--- config.mk ---
export PLATFORM = sky130hd
export DESIGN_NAME = rf_datapath_exec
export DESIGN_NICKNAME = d
export VERILOG_FILES = /design/src/rtl/rf_datapath_exec.sv
export SDC_FILE = /design/constraint.sdc
export NUM_CORES = 1
export LEC_CHECK = 0
export ABC_CLOCK_PERIOD_IN_PS = 3500
export BUFFER_PORTS_ARGS = -buffer_cell sky130_fd_sc_hd__buf_2
export CORE_UTILIZATION = 25
export CTS_CLUSTER_DIAMETER = 40
export DETAILED_ROUTE_END_ITERATION = 10
export GPL_ROUTABILITY_DRIVEN = 0
export GPL_TIMING_DRIVEN = 0
export SLEW_MARGIN = 0
export SYNTH_ARGS = -nofsm -noshare
export SYNTH_HDL_FRONTEND = slang
export SYNTH_SLANG_ARGS = --single-unit
--- constraint.sdc ---
create_clock -name clk -period 3.5 [get_ports clk]
set_input_delay 0.525 -clock clk [delete_from_list [all_inputs] [get_ports clk]]
set_output_delay 0.525 -clock clk [all_outputs]
set_load 0.01 [all_outputs]
--- src/rtl/rf_datapath_exec.sv ---
// RISC-core execute datapath: IR, 8x16 register file, A/B/C regs, shifter, ALU, Z/N/V; one control step per clk, no backpressure.
// Optional RF_WR_FWD_EN: read port bypasses the write mux so a same-edge loada/loadb sees the value being written.
module rf_datapath_exec (
  input  logic        clk,
  input  logic        reset,
  input  logic [15:0] instr_in,
  input  logic        load_ir,
  input  logic [1:0]  vsel,
  input  logic [2:0]  nsel,
  input  logic        loada,
  input  logic        loadb,
  input  logic        asel,
  input  logic        bsel,
  input  logic        loadc,
  input  logic        loads,
  input  logic        write,
  input  logic [15:0] mdata,
  input  logic [7:0]  pc,
  output logic [2:0]  opcode,
  output logic [1:0]  op,
  output logic [15:0] datapath_out,
  output logic        Z_out,
  output logic        N_out,
  output logic        V_out
);

  logic [15:0] r_ir;
  logic [15:0] r_rf [0:7];
  logic [15:0] r_a;
  logic [15:0] r_b;
  logic [15:0] r_c;
  logic        r_z;
  logic        r_n;
  logic        r_v;

  logic [2:0]  w_rn;
  logic [2:0]  w_rd;
  logic [2:0]  w_rm;
  logic [1:0]  w_shift;
  logic [1:0]  w_aluop;
  logic [15:0] w_sximm8;
  logic [15:0] w_sximm5;
  logic [2:0]  w_num;
  logic        w_nsel_ok;
  logic        w_wr_en;
  logic [15:0] w_wdata;
  logic [15:0] w_rdata;
  logic [15:0] w_bsh;
  logic [15:0] w_ain;
  logic [15:0] w_bin;
  logic [15:0] w_alu;
  logic        w_ovf;

  assign w_rn     = r_ir[10:8];
  assign w_rd     = r_ir[7:5];
  assign w_rm     = r_ir[2:0];
  assign w_shift  = r_ir[4:3];
  assign w_aluop  = r_ir[12:11];
  assign w_sximm8 = {{8{r_ir[7]}}, r_ir[7:0]};
  assign w_sximm5 = {{11{r_ir[4]}}, r_ir[4:0]};

  // One register number serves both ports; an illegal select reads R0 and never writes.
  always_comb begin
    w_num     = 3'd0;
    w_nsel_ok = 1'b1;
    case (nsel)
      3'b001:  w_num = w_rn;
      3'b010:  w_num = w_rd;
      3'b100:  w_num = w_rm;
      default: w_nsel_ok = 1'b0;
    endcase
  end

  assign w_wr_en = write & w_nsel_ok;

  always_comb begin
    w_wdata = r_c;
    case (vsel)
      2'b00:   w_wdata = r_c;
      2'b01:   w_wdata = {8'b0, pc};
      2'b10:   w_wdata = w_sximm8;
      default: w_wdata = mdata;
    endcase
  end

`ifdef RF_WR_FWD_EN
  assign w_rdata = w_wr_en ? w_wdata : r_rf[w_num];
`else
  assign w_rdata = r_rf[w_num];
`endif

  always_comb begin
    w_bsh = r_b;
    case (w_shift)
      2'b00:   w_bsh = r_b;
      2'b01:   w_bsh = {r_b[14:0], 1'b0};
      2'b10:   w_bsh = {1'b0, r_b[15:1]};
      default: w_bsh = {r_b[15], r_b[15:1]};
    endcase
  end

  assign w_ain = asel ? 16'h0000 : r_a;
  assign w_bin = bsel ? w_sximm5 : w_bsh;

  always_comb begin
    w_alu = 16'h0000;
    w_ovf = 1'b0;
    case (w_aluop)
      2'b00: begin
        w_alu = w_ain + w_bin;
        w_ovf = (w_ain[15] == w_bin[15]) && (w_alu[15] != w_ain[15]);
      end
      2'b01: begin
        w_alu = w_ain - w_bin;
        w_ovf = (w_ain[15] != w_bin[15]) && (w_alu[15] != w_ain[15]);
      end
      2'b10:   w_alu = w_ain & w_bin;
      default: w_alu = ~w_bin;
    endcase
  end

  // Reset wins over every enable, so a write in the reset cycle is discarded.
  always_ff @(posedge clk) begin
    if (reset) begin
      r_ir <= 16'h0000;
      r_a  <= 16'h0000;
      r_b  <= 16'h0000;
      r_c  <= 16'h0000;
      r_z  <= 1'b0;
      r_n  <= 1'b0;
      r_v  <= 1'b0;
      for (int i = 0; i < 8; i++) r_rf[i] <= 16'h0000;
    end else begin
      if (load_ir) r_ir <= instr_in;
      if (loada)   r_a  <= w_rdata;
      if (loadb)   r_b  <= w_rdata;
      if (loadc)   r_c  <= w_alu;
      if (loads) begin
        r_z <= (w_alu == 16'h0000);
        r_n <= w_alu[15];
        r_v <= w_ovf;
      end
      if (w_wr_en) r_rf[w_num] <= w_wdata;
    end
  end

  assign opcode       = r_ir[15:13];
  assign op           = r_ir[12:11];
  assign datapath_out = r_c;
  assign Z_out        = r_z;
  assign N_out        = r_n;
  assign V_out        = r_v;

endmodule

Yosys cells after proc, flatten, opt, wreduce, memory -nomap -nowiden
Memory sizes are Yosys's and may differ from the RTL's. Cells that the tools add are included. W data, S select, Z words.

Register bits after elaboration: 67. Bits in latches: 0. Bits in writable memories: 128. ROM bits: 0. Bits of input ports: 55. Output and inout port bits: 24. Logic and storage cells: 50. Memories kept: 1.

Memory list: r_rf (depth 8, width 16, rd ports 1, clocked after memory_dff 0, wr ports 8, RTL line 28) `logic [15:0] r_rf [0:7];`.

$add $sub $neg: 2. Multipliers: 0. Divide/modulo/power cells: 0. Magnitude comparators: 0. Equal/unequal tests: 13. Shift-type cells: 0. Mux-type cells: 16. Bitwise gates (word level): 3. Reductions and logical operators: 8.

Operator list (count): $pmux W16 S3 (3); $mux W16 (3); $add A16 B16 Y16 (1); $and A16 B16 Y16 (1); $logic_not A16 Y1 (1); $not A16 Y16 (1); $reduce_or A16 Y1 (1); $sub A16 B16 Y16 (1); $pmux W3 S3 (1); $mux W1 (7); $eq A2 B1 Y1 const B (3); $eq A2 B2 Y1 const B (3); $logic_not A2 Y1 (3); $eq A3 B1 Y1 const B (1); $eq A3 B2 Y1 const B (1); $eq A3 B3 Y1 const B (1); $mux W3 (1); $ne A1 B1 Y1 (3); $reduce_or A3 Y1 (1); $logic_and A1 B1 Y1 (2); $pmux W1 S2 (1); $and A1 B1 Y1 (1); $eq A1 B1 Y1 (1).

Longest topological paths before layout
Depth after elaboration: 9. Gate-level depth with buffers: 16. Gate-level depth less buffers: 14.

Least setup slack after synthesis
No wires, ideal clock.

Path kind: input to register. From: input port bsel. To: register r_z (netlist: Z_out). Setup time: 136 ps. Arrival time: 3279 ps. Required time: 3364 ps. Slack: 85 ps. Stages on the path: 14. Path buffers: 2. Cell sequence: or2_2 -> clkbuf_1 -> o21ai_0 -> ha_1 -> clkbuf_1 -> and4_1 -> nand2_1 -> a211oi_1 -> or3b_1 -> a21o_1 -> o2111a_1 -> or3_1 -> nand2_1 -> o32ai_2.

Longest elaborated chain between the ends: 4. Elaborated cells on any way between the ends: 7. Those cells by class: 2 x add/sub; 2 x mux; 2 x bitwise; 1 x reduce/logical.

RTL lines: start: declaration (RTL line 13) `input logic bsel,`; $mux W16 * (RTL line 103) `assign w_bin = bsel ? w_sximm5 : w_bsh;`; $sub A16 B16 Y16, or another cell as far along (RTL line 114) `w_alu = w_ain - w_bin;`; $pmux W16 S3 * (RTL line 108) `case (w_aluop)`; $logic_not A16 Y1 * (RTL line 139) `r_z <= (w_alu == 16'h0000);`; end signal: assignment (RTL line 139); end: declaration (RTL line 32) `logic r_z;`.

Every way passes the cells marked *; elsewhere a longest branch is shown, timed or not. A chain may end at the register's enable or synchronous reset.

Worst setup path in the final report
From: register r_ir[3]. To: register r_c[14] (netlist: datapath_out[14]).

Longest elaborated chain between the ends: 5. Elaborated cells on any way between the ends: 10. Those cells by class: 2 x add/sub; 2 x eq/ne; 3 x mux; 2 x bitwise; 1 x reduce/logical.

RTL lines: start: declaration (RTL line 27) `logic [15:0] r_ir;`; start signal: assignment (RTL line 134) `if (load_ir) r_ir <= instr_in;`; $eq A2 B2 Y1, or another cell as far along (RTL line 94) `case (w_shift)`; $pmux W16 S3 (RTL line 94); $mux W16 * (RTL line 103); $sub A16 B16 Y16, or another cell as far along (RTL line 114); $pmux W16 S3 * (RTL line 108); end signal: assignment (RTL line 137) `if (loadc) r_c <= w_alu;`; end: declaration (RTL line 31) `logic [15:0] r_c;`.

Marked as above.

==> results_dict.tcl <==
set metrics [dict create \
    drtAntennaViolNets 0 \
    worst_slack_ns -0.0985 \
    ir_drop_mv 0.242 \
    maxCapViolations 0 \
    layout.nets 1413 \
    yosys.area.top_type "edfxtp_1" \
    comb_power_share 0.205 \
    async_flop_share 0 \
    internal_power_mw 3.94 \
    start_kind "register" \
    route.vias.total 9482 \
    holdWs_ns 0.315 \
    viasPerCell 4.96 \
    die_w_um 210 \
    synth_edf_count 128 \
    min_path_type "input pin to register" \
    wire_per_inst_um 18.2 \
    place_ws_ns -0.978 \
    grt_pass1_wl_um 52600 \
    drv_slew 0 \
    dr.first_iter.drc_count 798 \
    synth_ff_type "edfxtp_1" \
    grt_max_degree 20 \
    total_power_mw 5.70 \
    seqPwrFrac 0.463 \
    startpoint "r_ir[3]" \
    synth.area.top_cells "edfxtp_1 (36%), dfxtp_1 (12%), nor2_1 (8.0%), nand2_1 (6.6%), mux2i_1 (4.3%)" \
    wl_um 34800 \
    overflow 0 \
    rsz0062_at_grt "yes" \
    netlist_area_um2 10800 \
    insertion_delay_ns 0.45 \
    hp-start "instr_in[1]" \
    diodes 0 \
    syn-num-nets 1297 \
    synthSimpleGateAreaFrac 0.226 \
    dpl.cell_count 1860 \
    finalSetupViolCount 3 \
    synth_adder_area_share 0.0407 \
    place_hpwl_um 25700 \
    drc 0 \
    fin_crit_ns 3.60 \
    nFillCells 4446 \
    maxSlewHeadroom 0.0496 \
    synth_common_cells "nor2_1 (230), nand2_1 (189), edfxtp_1 (128), dfxtp_1 (67), clkbuf_1 (65)" \
    powerDensity_nw_per_um2 436 \
    worst-endpoint-arrival_ns 3.96 \
    ys_types 68 \
    power.leakage_nw 4.88 \
    core_um2 42300 \
    start_util 0.256 \
    synth_compound_area_frac 0.144 \
    hold_viol_final 0 \
    die_h_um 210 \
    grtUsageTotal 0.157 \
    avgSynthCellArea_um2 8.96 \
    critPathKind "register to register" \
    yosys.area_share.xor_xnor 0.00809 \
    fin_cells 1913 \
    grt_pass1_vias 9092 \
    core.rowCount 75 \
    synth.area.mux_share 0.0562 \
    cp.required_ns 3.86 \
    die_area_um2 44100 \
    netlist_instances 1208 \
    final_util 0.309 \
    htree_levels 4 \
    yosysTopAreaCellShare 0.355 \
    yosysMostFrequentCell "nor2_1" \
    clock_sinks 195 \
    drive_above_1_share 0.174 \
    p_sw_frac 0.309 \
    finalCritPeriodShare 1.03 \
    boundaryPins 79 \
    worst_slew_pin_slew_ns 1.43 \
    clkPwrFrac 0.333 \
    worstPathMaxFanout 8 \
    status "finished with violations" \
    r2r_start "r_ir[3]" \
    syn_to_final_growth_pct 20.8 \
    clock-skew-final_ns 0.0196 \
    violations "negative setup slack" \
    numCtsBuffers 17 \
    ys_seq_elements 195 \
    yosysWarnings 0 \
    port_buffers 74 \
    antenna_found_initial 2 \
    seq_area_frac_synth 0.479 \
    p_sw_mw 1.76 \
    max_clock_freq_ghz 0.278 \
    clkTransAtPathRegs_ns 0.08 \
    endpoint_kind "register" \
    synth_top_family_by_area "simple AND/OR/NAND/NOR gates" \
    cts-root-buf "clkbuf_16" \
    cts_buffer_depth 2 \
    drtPass1Iterations 5 \
    cts_tree "done" \
]
## worst paths after layout
check                     end  slack, ns  cells past startpoint
max reg2reg  datapath_out[14]       -0.1                     14
min                   r_ir[1]       0.31                      3
max          datapath_out[14]       -0.1                     14
min reg2reg             V_out       0.48                      2
## layer usage
layer  wire length, um  track usage  vias up
li1                  -            -     4488
met1             15200        0.207     4587
met2             16400        0.251      352
met3              2350       0.0353       53
met4               853       0.0569        2
met5                16            0        -
## cells by family after synthesis
kind of cell / after synthesis
flops: 195
xor+xnor: 10
buf+inv: 120
mux: 58
simple gates: 567
fa+ha+maj: 34
compound gates: 224
## cell usage in the layout (no fill, tap or decap), types with 7 or more instances in the layout
cell type and n:
a21oi_1 22, a22oi_1 12, nor3_1 11, mux2_2 9
nand2_1 188, and3_1 19, nor2b_1 23, edfxtp_1 128
nand3_1 47, nor2_1 229, mux2i_1 43, inv_1 31
clkbuf_1 60, a31oi_1 20, buf_4 33, a211oi_1 42
o21a_1 7, clkbuf_16 17, buf_2 82, ha_1 25
a311oi_1 17, o21ai_1 12, dfxtp_1 65, o21ai_0 27
nand2b_1 19
## through the flow
stage	instance area [um^2]	TNS, ns
2_1_floorplan	10800	0
3_3_place_gp	11900	-6.33
3_5_place_dp	11900	-6.54
4_1_cts	12800	-0.00342
5_1_grt	13100	-0.640
6_report	13100	-0.172
## registers in the layout (all words and copies together), names as in the netlist
| signal | flops |
|---|---|
| r_ir | 16 |
| r_a | 16 |
| Z_out | 1 |
| r_rf | 128 |
| datapath_out | 16 |
| V_out | 1 |
| N_out | 1 |
| r_b | 16 |
## power groups by stage
stage / logic, mW / registers [mW] / clock network (mW)
floorplan: 0.643 / 2.66 / 0
detailed placement: 0.980 / 2.69 / 0
global route: 1.25 / 2.65 / 2.01
global placement: 0.966 / 2.68 / 0
CTS: 1.07 / 2.63 / 1.92
finish: 1.17 / 2.64 / 1.90
## cell type report
cell class                 count  area [um^2]  area share
clock buffer                  17          425      0.0325
multi-input combinational    893         5520       0.423
clock inverter                14          136      0.0104
sequential                   195         5190       0.397
inverter                      33          124     0.00947
buffer                        84          380      0.0291
timing repair buffer         100          569      0.0435
tap                          577          722      0.0552
## critical path: stages, from the launching register on
cell,delay [ns]
dfxtp_4,0.38
or3b_4,0.41
a31oi_4,0.26
ha_2,0.23
inv_2,0.04
fa_2,0.37
nor2b_4,0.14
o21ai_2,0.17
a311o_1,0.30
a2111oi_4,0.10
or3_1,0.37
o211a_1,0.15
xnor2_2,0.21
nand2_1,0.10
a311oi_1,0.29
## timing repair
action	in CTS	in global routing
resized for setup	59	42
setup endpoints to repair	11	9
hold buffers	0	0
pin swaps	20	21
buffers inserted	16	9
endpoints found under the hold margin	0	0
Note: power is estimated with default switching activity, not from simulation.
